==> src/rtl/morse_stream_decoder_if.sv <==
// -----------------------------------------------------------------------------
// morse_stream_decoder_if
//   Bundles the symbol inputs and the character FIFO handshake of the Morse
//   decoder. The key-timing front end and the character consumer sit on the
//   master side. The decoder sits on the slave side.
//
//   dot/dash/lg/wg : one symbol or gap event per clock (front end -> decoder)
//   rd_en          : consumer pop request; acts only while dvalid=1
//   dout           : FIFO head character, bit7 always 0
//   dvalid         : FIFO non-empty, dout valid
//   error          : one-cycle error pulse
//   fifo_count     : number of characters held in the FIFO
// -----------------------------------------------------------------------------
interface morse_stream_decoder_if #(
  parameter int CNT_W = 4
);
  logic             dot;
  logic             dash;
  logic             lg;
  logic             wg;
  logic             rd_en;
  logic [7:0]       dout;
  logic             dvalid;
  logic             error;
  logic [CNT_W-1:0] fifo_count;

  modport master (
    output dot, dash, lg, wg, rd_en,
    input  dout, dvalid, error, fifo_count
  );

  modport slave (
    input  dot, dash, lg, wg, rd_en,
    output dout, dvalid, error, fifo_count
  );
endinterface

==> src/rtl/morse_stream_decoder.sv <==
// -----------------------------------------------------------------------------
// morse_stream_decoder
//   Collects dot/dash symbols into letters of up to MAX_LEN symbols. On a letter
//   gap (lg) or a word gap (wg) it translates the letter to 7-bit ASCII: A-Z,
//   0-9 and '='. The character goes into a FIFO_DEPTH-entry output FIFO. A word
//   gap also queues a single space. Unknown codes, symbol overruns, dot+dash
//   collisions and FIFO overflow each raise a one-cycle error pulse.
//
//   Optional feature: define MORSE_PUNCT_EN to also decode . , ? - and /.
//   This needs MAX_LEN >= 6. When it is not defined, those codes are misses.
//
// Ports
//   clk   : rising-edge clock
//   rst_n : asynchronous active-low reset
//   bus   : morse_stream_decoder_if slave (symbols in, FIFO handshake out)
// -----------------------------------------------------------------------------
module morse_stream_decoder #(
  parameter int MAX_LEN    = 6,   // 5..8
  parameter int FIFO_DEPTH = 8,   // power of 2, >= 2
  parameter int CNT_W      = 4    // 2**CNT_W > FIFO_DEPTH
) (
  input logic                   clk,
  input logic                   rst_n,
  morse_stream_decoder_if.slave bus
);

  localparam int PTR_W = $clog2(FIFO_DEPTH);

  localparam logic [0:0] IDLE       = 1'b0;
  localparam logic [0:0] EMIT_SPACE = 1'b1;

  // Returns {hit, ascii}. The code is right-aligned, with the first symbol in
  // the most significant used bit. Dot = 0, dash = 1.
  function automatic logic [7:0] lookup(input logic [3:0] len, input logic [7:0] code);
    logic [7:0] r;
    case ({len, code})
      {4'd2, 8'b01}:    r = {1'b1, 7'h41}; // A
      {4'd4, 8'b1000}:  r = {1'b1, 7'h42}; // B
      {4'd4, 8'b1010}:  r = {1'b1, 7'h43}; // C
      {4'd3, 8'b100}:   r = {1'b1, 7'h44}; // D
      {4'd1, 8'b0}:     r = {1'b1, 7'h45}; // E
      {4'd4, 8'b0010}:  r = {1'b1, 7'h46}; // F
      {4'd3, 8'b110}:   r = {1'b1, 7'h47}; // G
      {4'd4, 8'b0000}:  r = {1'b1, 7'h48}; // H
      {4'd2, 8'b00}:    r = {1'b1, 7'h49}; // I
      {4'd4, 8'b0111}:  r = {1'b1, 7'h4A}; // J
      {4'd3, 8'b101}:   r = {1'b1, 7'h4B}; // K
      {4'd4, 8'b0100}:  r = {1'b1, 7'h4C}; // L
      {4'd2, 8'b11}:    r = {1'b1, 7'h4D}; // M
      {4'd2, 8'b10}:    r = {1'b1, 7'h4E}; // N
      {4'd3, 8'b111}:   r = {1'b1, 7'h4F}; // O
      {4'd4, 8'b0110}:  r = {1'b1, 7'h50}; // P
      {4'd4, 8'b1101}:  r = {1'b1, 7'h51}; // Q
      {4'd3, 8'b010}:   r = {1'b1, 7'h52}; // R
      {4'd3, 8'b000}:   r = {1'b1, 7'h53}; // S
      {4'd1, 8'b1}:     r = {1'b1, 7'h54}; // T
      {4'd3, 8'b001}:   r = {1'b1, 7'h55}; // U
      {4'd4, 8'b0001}:  r = {1'b1, 7'h56}; // V
      {4'd3, 8'b011}:   r = {1'b1, 7'h57}; // W
      {4'd4, 8'b1001}:  r = {1'b1, 7'h58}; // X
      {4'd4, 8'b1011}:  r = {1'b1, 7'h59}; // Y
      {4'd4, 8'b1100}:  r = {1'b1, 7'h5A}; // Z
      {4'd5, 8'b11111}: r = {1'b1, 7'h30}; // 0
      {4'd5, 8'b01111}: r = {1'b1, 7'h31}; // 1
      {4'd5, 8'b00111}: r = {1'b1, 7'h32}; // 2
      {4'd5, 8'b00011}: r = {1'b1, 7'h33}; // 3
      {4'd5, 8'b00001}: r = {1'b1, 7'h34}; // 4
      {4'd5, 8'b00000}: r = {1'b1, 7'h35}; // 5
      {4'd5, 8'b10000}: r = {1'b1, 7'h36}; // 6
      {4'd5, 8'b11000}: r = {1'b1, 7'h37}; // 7
      {4'd5, 8'b11100}: r = {1'b1, 7'h38}; // 8
      {4'd5, 8'b11110}: r = {1'b1, 7'h39}; // 9
      {4'd5, 8'b10001}: r = {1'b1, 7'h3D}; // =
`ifdef MORSE_PUNCT_EN
      {4'd6, 8'b010101}: r = {1'b1, 7'h2E}; // .
      {4'd6, 8'b110011}: r = {1'b1, 7'h2C}; // ,
      {4'd6, 8'b001100}: r = {1'b1, 7'h3F}; // ?
      {4'd6, 8'b100001}: r = {1'b1, 7'h2D}; // -
      {4'd5, 8'b10010}:  r = {1'b1, 7'h2F}; // /
`endif
      default:          r = 8'h00;
    endcase
    return r;
  endfunction

  logic [0:0]         state_q, state_n;
  logic [MAX_LEN-1:0] bits_q, bits_n;
  logic [3:0]         len_q, len_n;
  logic               bad_q, bad_n;
  logic               last_space_q;  // suppresses the space: last push was 0x20 or nothing was pushed yet
  logic [7:0]         look;
  logic               push_req;
  logic [6:0]         push_char;
  logic               err_sym, err_miss;

  logic [6:0]         mem [FIFO_DEPTH];
  logic [PTR_W-1:0]   wr_ptr, rd_ptr;
  logic [CNT_W-1:0]   count;
  logic               err_q;
  logic               pop, full, push_ok, drop;

  // NOTE: every variable gets a default at the top of the block, so an
  // incomplete branch cannot infer a latch.
  always_comb begin
    state_n   = state_q;
    bits_n    = bits_q;
    len_n     = len_q;
    bad_n     = bad_q;
    look      = 8'h00;
    push_req  = 1'b0;
    push_char = 7'h00;
    err_sym   = 1'b0;
    err_miss  = 1'b0;

    // The symbol is appended first, so a gap in the same cycle closes the letter including it.
    if (bus.dot && bus.dash) begin
      err_sym = 1'b1;
    end else if (bus.dot || bus.dash) begin
      if (len_q == 4'(MAX_LEN)) begin
        err_sym = 1'b1;
        bad_n   = 1'b1;
      end else begin
        bits_n = {bits_q[MAX_LEN-2:0], bus.dash};
        len_n  = len_q + 4'd1;
      end
    end

    if (state_q == EMIT_SPACE) begin
      // Gaps are ignored here. The word-gap space is the only push this cycle.
      state_n = IDLE;
      if (!last_space_q) begin
        push_req  = 1'b1;
        push_char = 7'h20;
      end
    end else if (bus.lg || bus.wg) begin
      if (len_n != 4'd0 && !bad_n) begin
        look = lookup(len_n, 8'(bits_n));
        if (look[7]) begin
          push_req  = 1'b1;
          push_char = look[6:0];
        end else begin
          err_miss = 1'b1;
        end
      end
      bits_n = '0;
      len_n  = 4'd0;
      bad_n  = 1'b0;
      if (bus.wg) state_n = EMIT_SPACE;
    end
  end

  assign pop     = bus.dvalid & bus.rd_en;
  assign full    = (count == CNT_W'(FIFO_DEPTH));
  assign push_ok = push_req & (~full | pop);
  assign drop    = push_req & full & ~pop;

  // NOTE: state registers use non-blocking assignments. Every flop in this
  // block then samples the values from before the edge.
  always_ff @(posedge clk or negedge rst_n) begin
    if (!rst_n) begin
      state_q      <= IDLE;
      bits_q       <= '0;
      len_q        <= 4'd0;
      bad_q        <= 1'b0;
      last_space_q <= 1'b1;
      wr_ptr       <= '0;
      rd_ptr       <= '0;
      count        <= '0;
      err_q        <= 1'b0;
    end else begin
      state_q <= state_n;
      bits_q  <= bits_n;
      len_q   <= len_n;
      bad_q   <= bad_n;
      err_q   <= err_sym | err_miss | drop;
      if (push_ok) begin
        wr_ptr       <= wr_ptr + 1'b1;
        last_space_q <= (push_char == 7'h20);
      end
      if (pop) rd_ptr <= rd_ptr + 1'b1;
      case ({push_ok, pop})
        2'b10:   count <= count + 1'b1;
        2'b01:   count <= count - 1'b1;
        default: count <= count;
      endcase
    end
  end

  // NOTE: the storage array is not reset. dout is gated by dvalid, so stale
  // contents are never visible.
  always_ff @(posedge clk) begin
    if (push_ok) mem[wr_ptr] <= push_char;
  end

  assign bus.dvalid     = (count != '0);
  assign bus.dout       = bus.dvalid ? {1'b0, mem[rd_ptr]} : 8'h00;
  assign bus.error      = err_q;
  assign bus.fifo_count = count;

endmodule
==> src/flat_wrapper.sv <==
// flat-port wrapper written by rule: the top's interface ports become plain ports
module morse_stream_decoder_flat 
#(
  parameter int MAX_LEN    = 6,          
  parameter int FIFO_DEPTH = 8,                      
  parameter int CNT_W      = 4                            
)
  (clk, rst_n, bus_dot, bus_dash, bus_lg, bus_wg, bus_rd_en, bus_dout, bus_dvalid, bus_error, bus_fifo_count);
  morse_stream_decoder_if #(.CNT_W(CNT_W)) bus_i ();
  input logic clk;
  input logic rst_n;
  input wire logic [$bits(bus_i.dot)-1:0] bus_dot;
  input wire logic [$bits(bus_i.dash)-1:0] bus_dash;
  input wire logic [$bits(bus_i.lg)-1:0] bus_lg;
  input wire logic [$bits(bus_i.wg)-1:0] bus_wg;
  input wire logic [$bits(bus_i.rd_en)-1:0] bus_rd_en;
  output wire logic [$bits(bus_i.dout)-1:0] bus_dout;
  output wire logic [$bits(bus_i.dvalid)-1:0] bus_dvalid;
  output wire logic [$bits(bus_i.error)-1:0] bus_error;
  output wire logic [$bits(bus_i.fifo_count)-1:0] bus_fifo_count;
  assign bus_i.dot = bus_dot;
  assign bus_i.dash = bus_dash;
  assign bus_i.lg = bus_lg;
  assign bus_i.wg = bus_wg;
  assign bus_i.rd_en = bus_rd_en;
  assign bus_dout = bus_i.dout;
  assign bus_dvalid = bus_i.dvalid;
  assign bus_error = bus_i.error;
  assign bus_fifo_count = bus_i.fifo_count;
  morse_stream_decoder #(.MAX_LEN(MAX_LEN), .FIFO_DEPTH(FIFO_DEPTH), .CNT_W(CNT_W)) u_core (.clk(clk), .rst_n(rst_n), .bus(bus_i));
endmodule
==> config.mk <==
export PLATFORM = sky130hd
export DESIGN_NAME = morse_stream_decoder_flat
export DESIGN_NICKNAME = d
export VERILOG_FILES = /design/src/rtl/morse_stream_decoder_if.sv /design/src/rtl/morse_stream_decoder.sv /design/src/flat_wrapper.sv
export SDC_FILE = /design/constraint.sdc
export NUM_CORES = 1
export LEC_CHECK = 0
export CELL_PAD_IN_SITES_DETAIL_PLACEMENT = 0
export CELL_PAD_IN_SITES_GLOBAL_PLACEMENT = 1
export CORE_UTILIZATION = 44
export DETAILED_ROUTE_END_ITERATION = 10
export MAX_ROUTING_LAYER = met4
export PLACE_DENSITY = 0.83
export SYNTH_ARGS = -nofsm -noshare
export SYNTH_HDL_FRONTEND = slang
export SYNTH_SLANG_ARGS = --single-unit
==> constraint.sdc <==
create_clock -name clk -period 4.19 [get_ports clk]
set_input_delay 0.838 -clock clk [delete_from_list [all_inputs] [get_ports clk]]
set_output_delay 0.838 -clock clk [all_outputs]
set_load 0.01 [all_outputs]
Word level (Yosys, flattened, before mapping)
Memory sizes are Yosys's and may differ from the RTL's.
Index checks and enable logic that the tools add are counted.
Widths: inputs -> output; s select.
- add/subtract/negate cells: 5
- multipliers: 0
- divide/modulo/power cells: 0
- order comparisons: 0
- eq/ne operators: 42
- shifts and indexed selects: 0
- mux-type cells: 43
- bitwise gates (word level): 9
- reduce and logical (&&, ||, !) cells: 8
- operators with widths (kind ; count):
    $pmux 8 s37 ; 1
    $eq 10x9->1 const B ; 23
    $eq 10x8->1 const B ; 12
    $mux 6 ; 6
    $mux 7 ; 5
    $mux 8 ; 3
    $mux 1 ; 22
    $eq 10x7->1 const B ; 2
    $mux 4 ; 5
    $add 4x1->4 const B ; 2
    $pmux 4 s2 ; 1
    $reduce_bool 4->1 ; 2
    $eq 7x6->1 const B ; 1
    $add 3x1->3 const B ; 2
    $and 1x1->1 ; 4
    $eq 4x3->1 const B ; 1
    $eq 4x4->1 const B ; 1
    $sub 4x1->4 const B ; 1
    $or 1x1->1 ; 3
    $eq 2x1->1 const B ; 1
    $eq 2x2->1 const B ; 1
    $logic_and 1x1->1 ; 2
    $logic_or 1x1->1 ; 2
    $not 1->1 ; 2
    other kinds (2) ; 2
- register bits: 24
- latch bits: 0
- RAM bits: 56
- bits in read-only memories: 0
- input port bits: 7
- output and inout bits: 14
- word-level logic and storage cells: 117
- memories kept: 1
- memories (name ; words ; width ; rd ports ; clocked after memory_dff ; write ports ; line ; RTL):
    u_core.mem ; 8 ; 7 ; 1 ; 0 ; 1 ; morse_stream_decoder.sv:96 ; logic [6:0] mem [FIFO_DEPTH];

Depth between registers and ports, before layout
- depth after elaboration: 16
- mapped depth: 18
- depth with buffers taken out: 15

Least setup slack after synthesis
Ideal clock, no wire load.
- path type: input port to flip-flop
- from: input port bus_dot
- to: memory u_core.mem[2][0] (enable)
- arrival: 3.944 ns
- data required time: 3.797 ns
- slack: -0.147 ns
- stages on the path: 11
- path buffers: 2
- cells stage by stage: buf_2 xnor2_2 or4_1 a211oi_1 a32oi_1 a21oi_1 or4b_4 o21bai_4 a21o_1 buf_4 nor4b_1
- word-level cells in the longest chain between the ends: 15
- elaborated cells on any way between the ends: 59
- classes of those cells: eq/ne: 37; mux: 16; bitwise: 1; reduce/logical: 5
- ends and longest elaborated chain (element ; line ; RTL):
    start, declared ; flat_wrapper.sv:12 ; input wire logic [$bits(bus_i.dot)-1:0] bus_dot;
    $logic_or 1x1->1 ; morse_stream_decoder.sv:118 ; end else if (bus.dot || bus.dash) begin
    $mux 6 / $mux 4 (equally long branches) ; morse_stream_decoder.sv:118 ;
    $mux 6 / $mux 4 (equally long branches) ; morse_stream_decoder.sv:116 ; if (bus.dot && bus.dash) begin
    $eq 10x9->1 (tied with other cells) ; morse_stream_decoder.sv:36 ; case ({len, code})
    $pmux 8 s37 ; morse_stream_decoder.sv:36 ;
    $mux 8 ; morse_stream_decoder.sv:136 ; if (len_n != 4'd0 && !bad_n) begin
    $mux 8 ; morse_stream_decoder.sv:135 ; end else if (bus.lg || bus.wg) begin
    $mux 8 ; morse_stream_decoder.sv:128 ; if (state_q == EMIT_SPACE) begin
    $mux 1 ; morse_stream_decoder.sv:138 ; if (look[7]) begin
    $mux 1 (*) ; morse_stream_decoder.sv:136 ;
    $mux 1 (*) ; morse_stream_decoder.sv:135 ;
    $mux 1 (*) ; morse_stream_decoder.sv:128 ;
    $and 1x1->1 (*) ; morse_stream_decoder.sv:154 ; assign push_ok = push_req & (~full | pop);
    $mux 1 (*) ; morse_stream_decoder.sv:192 ; if (push_ok) mem[wr_ptr] <= push_char;
    $mux 1 (not written as such) (*) ; morse_stream_decoder.sv:192 ;
    end, declared ; morse_stream_decoder.sv:96 ;
Mark *: on every way between the ends. The rest lies on a longest branch, timed or not. The select of a mux whose other input is x is not followed.

Final worst setup path
- from: input port bus_dot
- to: memory u_core.mem[3][2] (enable)
The elaborated chain is that of the path after synthesis.

==> out/results.txt <==
Data arrives at the worst endpoint at 4.09 ns. The clock-pin slew reported for the worst setup and hold paths after clock tree synthesis is 0.08 ns. The min-delay analysis places its worst path in the category flip-flop to flip-flop. The final weighted congestion in routability-driven placement was 0.975. The tools report the clock skew as 0.0166 ns. For this run, design rule violations remaining after detail routing come to 0. In the final layout, the share of cells above drive strength 1 is 28.6%.

The tools report the number of library cell types mapped by synthesis as 79. The area of the core was 10400 µm²; the share of async-settable or async-resettable flops after synthesis was 30.0%. The number of nets in the layout was 532; the per-cell via count in the routed design was 5.86. Max-cap violations in this run came to 0. The period utilization came out at 96.5%. The overall die height came out at 105 µm. The critical path class is input pin to flip-flop. The layout has 878 filler cells. The library cells used most frequently in the layout, excluding fill and tap cells, are 93 x sky130_fd_sc_hd__buf_4, 56 x sky130_fd_sc_hd__edfxtp_1, 45 x sky130_fd_sc_hd__nor2_1. Number of buffers added by the clock tree synthesis step: 9. Before antenna repair, the detailed router went through 5 iterations.

After global routing the overflow that remains totals 0. The final-report hold violation count is 0. Synthesis handed over a netlist of 423 instances. The sequential cell area in the final layout was 2280 µm². The die is 105 µm wide. The count of final setup violators was 0; the highest fanout seen on the critical path was 9. The total area of multi-input combinational cells is 2310 µm², and the overall power after layout is 2960 µW. The post-layout minimum cycle time was 4.04 ns; the total of buffers placed on input and output ports was 19.

The analysis attributes to cell leakage a power of 0.00225 µW. The via count of the first global-routing pass came out at 3889. The per-cell routed wire length works out to 19.4 µm. 21 I/O pins were placed. The run gives 12.8 mm as the final routed wirelength across all metal layers. The tools report the count of synthesis-stage warnings from yosys as 0. The synthesized netlist occupies a cell area of 4710 µm².

The wire-length estimate of the detail-placed layout is 9.77 mm. Worst endpoint required time: 4.24 ns. In this run the remaining antenna-violating nets after routing total 0.

At the pin with the least slew margin, the transition time is 1.07 ns. The tools report the number of design-rule violations left by the first detailed-router iteration as 255. The H-tree was split into 3 levels. In the synthesized netlist the dominant register cell turns out to be sky130_fd_sc_hd__edfxtp_1. In this run the core area contains 37 standard-cell rows. The most common cell after layout, fill and taps aside is sky130_fd_sc_hd__buf_4.

The register bit total from synthesis was 80; the synthesized netlist net count was 435. The number of antenna repair diodes was 0; the power per standard cell area was 500 nW/µm². The register area share after synthesis was 48.5%; the first-pass GRT wire length was 20.5 mm. The timing-limited maximum frequency came out at 0.247 GHz. The initial antenna violation count was 0; the latest clock arrival within the worst-skew pair was 0.35 ns.

In this run, synthesis inferred 56 flip-flops with an integrated enable. The die covers 11100 µm². Counting along the longest clock path gives a buffer depth of 2. The tools report the pin count of the biggest net entering global routing as 25. TritonCTS built the clock tree.

For this block, the via count after detailed routing is 3875. From synthesis to final layout, the design area changed by 25.7%. Global routing used 25.1% of the available tracks across all layers. The worst setup path is captured at a flip-flop.

The cell sitting at the root of the clock tree is a sky130_fd_sc_hd__clkbuf_8. The logs give 28.1% for the worst slew slack as a fraction of its limit and 0.396 mV for the maximum ir drop on the vdd rail. The tree built by TritonCTS fans out to 80 sinks. For the final routed database, the setup TNS stands at 0 ns. The flow ran to the end, and the final reports show no timing, DRC or antenna violations. The run gives 45.4% as the initial core utilization.

The average instance in the mapped netlist occupies 11.1 µm². Total count of max-transition violations in the final report: 0. The worst setup path is launched from an input pin.
[where the power goes]
group / internal [µW] / switching [µW] / leakage (µW)
registers: 983 / 157 / 0.000826
clock network: 339 / 276 / 0.000111
logic: 649 / 557 / 0.00131
[final cells by class]
cell class              instances  area share (%)
multi-input cells             305            39.0
repair buffers                113            15.2
flip-flops and latches         80            38.5
well taps                     136            2.87
clock buffers                  10            2.15
inverters                      11           0.697
clock inverters                 6            1.54
[layer usage]
layer  global-route usage (%)  vias up  wire length [µm]
li1                         -     1832                 -
met1                     29.4     1915              5380
met2                     43.1      101              6630
met3                     4.33       27               474
met4                     9.36        0               359
met5                        -        -                 0
[cell families after synthesis]
| kind of cell | Yosys count | share of synthesized area [%] |
|---|---|---|
| adder cells (fa/ha/maj) | 5 | 1.33 |
| multiplexers | 29 | 9.98 |
| XOR/XNOR | 10 | 2.18 |
| flip-flops | 80 | 48.5 |
| AO/OA/AOI/OAI | 113 | 18.0 |
| buffers and inverters | 38 | 3.58 |
| other | 1 | 0.0796 |
| AND/OR/NAND/NOR | 147 | 16.4 |
[final timing paths]
kind                                 start  cells after the start  slack [ns]                       end
max                                bus_dot                     14        0.15          u_core.mem[3][2]
min                         u_core.state_q                      1        0.46            u_core.state_q
max reg2reg                u_core.len_q[0]                     17        0.24  u_core.bus.fifo_count[1]
min reg2reg                 u_core.state_q                      1        0.46            u_core.state_q
max in group asynchronous            rst_n                      1        2.47          u_core.bits_q[2]
min in group asynchronous            rst_n                      1        1.07          u_core.bits_q[4]
[critical path, stage by stage]
cell                            delay (ns)
sky130_fd_sc_hd__dlygate4sd2_1        0.33
sky130_fd_sc_hd__xnor2_2              0.19
sky130_fd_sc_hd__buf_4                0.17
sky130_fd_sc_hd__nor2_1               0.42
sky130_fd_sc_hd__a31oi_1              0.27
sky130_fd_sc_hd__buf_4                0.22
sky130_fd_sc_hd__or2_2                0.30
sky130_fd_sc_hd__a31o_1               0.20
sky130_fd_sc_hd__nand3_1              0.13
sky130_fd_sc_hd__o21bai_4             0.09
sky130_fd_sc_hd__buf_4                0.14
sky130_fd_sc_hd__a21o_1               0.25
sky130_fd_sc_hd__nor4b_1              0.30
sky130_fd_sc_hd__buf_4                0.23
[through the flow]
step | area [µm²] | cells | hold WS, ns | setup WS [ns] | util (%)
3_5_place_dp | 5660 | 644 | 0.449 | -0.474 | 54.5
2_1_floorplan | 4710 | 423 | 0.426 | -0.147 | -
6_report | 5920 | 661 | 0.464 | 0.148 | 57.1
3_3_place_gp | 5660 | 644 | 0.447 | -0.455 | 54.5
4_1_cts | 5900 | 661 | 0.460 | 0.0610 | 56.9
5_1_grt | 5920 | 661 | 0.513 | -0.00141 | 57.1
[sequential cells by signal, summed over array words and instances (netlist names)]
name / cells
u_core.bus.fifo_count: 4
u_core.wr_ptr: 3
u_core.bits_q: 6
u_core.rd_ptr: 3
u_core.last_space_q: 1
u_core.mem: 56
u_core.bad_q: 1
u_core.bus.error: 1
u_core.state_q: 1
u_core.len_q: 4
[synthesized netlist by cell type (4+ instances only)]
cell | n | area [µm²]
sky130_fd_sc_hd__o22ai_1 | 4 | 25.0
sky130_fd_sc_hd__mux2i_1 | 11 | 110
sky130_fd_sc_hd__nor3_1 | 9 | 45.0
sky130_fd_sc_hd__nor4_1 | 4 | 25.0
sky130_fd_sc_hd__nand3_1 | 12 | 60.1
sky130_fd_sc_hd__o21ai_0 | 12 | 60.1
sky130_fd_sc_hd__clkbuf_1 | 13 | 48.8
sky130_fd_sc_hd__xnor2_1 | 8 | 70.1
sky130_fd_sc_hd__a31oi_1 | 7 | 43.8
sky130_fd_sc_hd__inv_1 | 11 | 41.3
sky130_fd_sc_hd__buf_1 | 4 | 15.0
sky130_fd_sc_hd__nand2b_1 | 13 | 81.3
sky130_fd_sc_hd__edfxtp_1 | 56 | 1680
sky130_fd_sc_hd__a32oi_1 | 5 | 43.8
sky130_fd_sc_hd__a211oi_1 | 5 | 37.5
sky130_fd_sc_hd__ha_1 | 5 | 62.6
sky130_fd_sc_hd__a21oi_1 | 22 | 110
sky130_fd_sc_hd__nor2_1 | 45 | 169
sky130_fd_sc_hd__buf_2 | 6 | 30.0
sky130_fd_sc_hd__a22o_1 | 4 | 35.0
sky130_fd_sc_hd__dfrtp_1 | 23 | 576
sky130_fd_sc_hd__nand2_1 | 30 | 113
sky130_fd_sc_hd__mux4_2 | 14 | 315
sky130_fd_sc_hd__o21ai_1 | 4 | 20.0
sky130_fd_sc_hd__o221ai_1 | 4 | 35.0
sky130_fd_sc_hd__o211ai_1 | 4 | 30.0
[timing repair]
item                                   4_1_cts  5_1_grt
hold buffers                                 0        0
gates resized for setup                      4        9
setup endpoints to repair                   37       38
endpoints found under the hold margin        0        0
pin swaps                                    1        1
buffers inserted                             1        0
No activity file was read; power rests on OpenSTA's default activity.
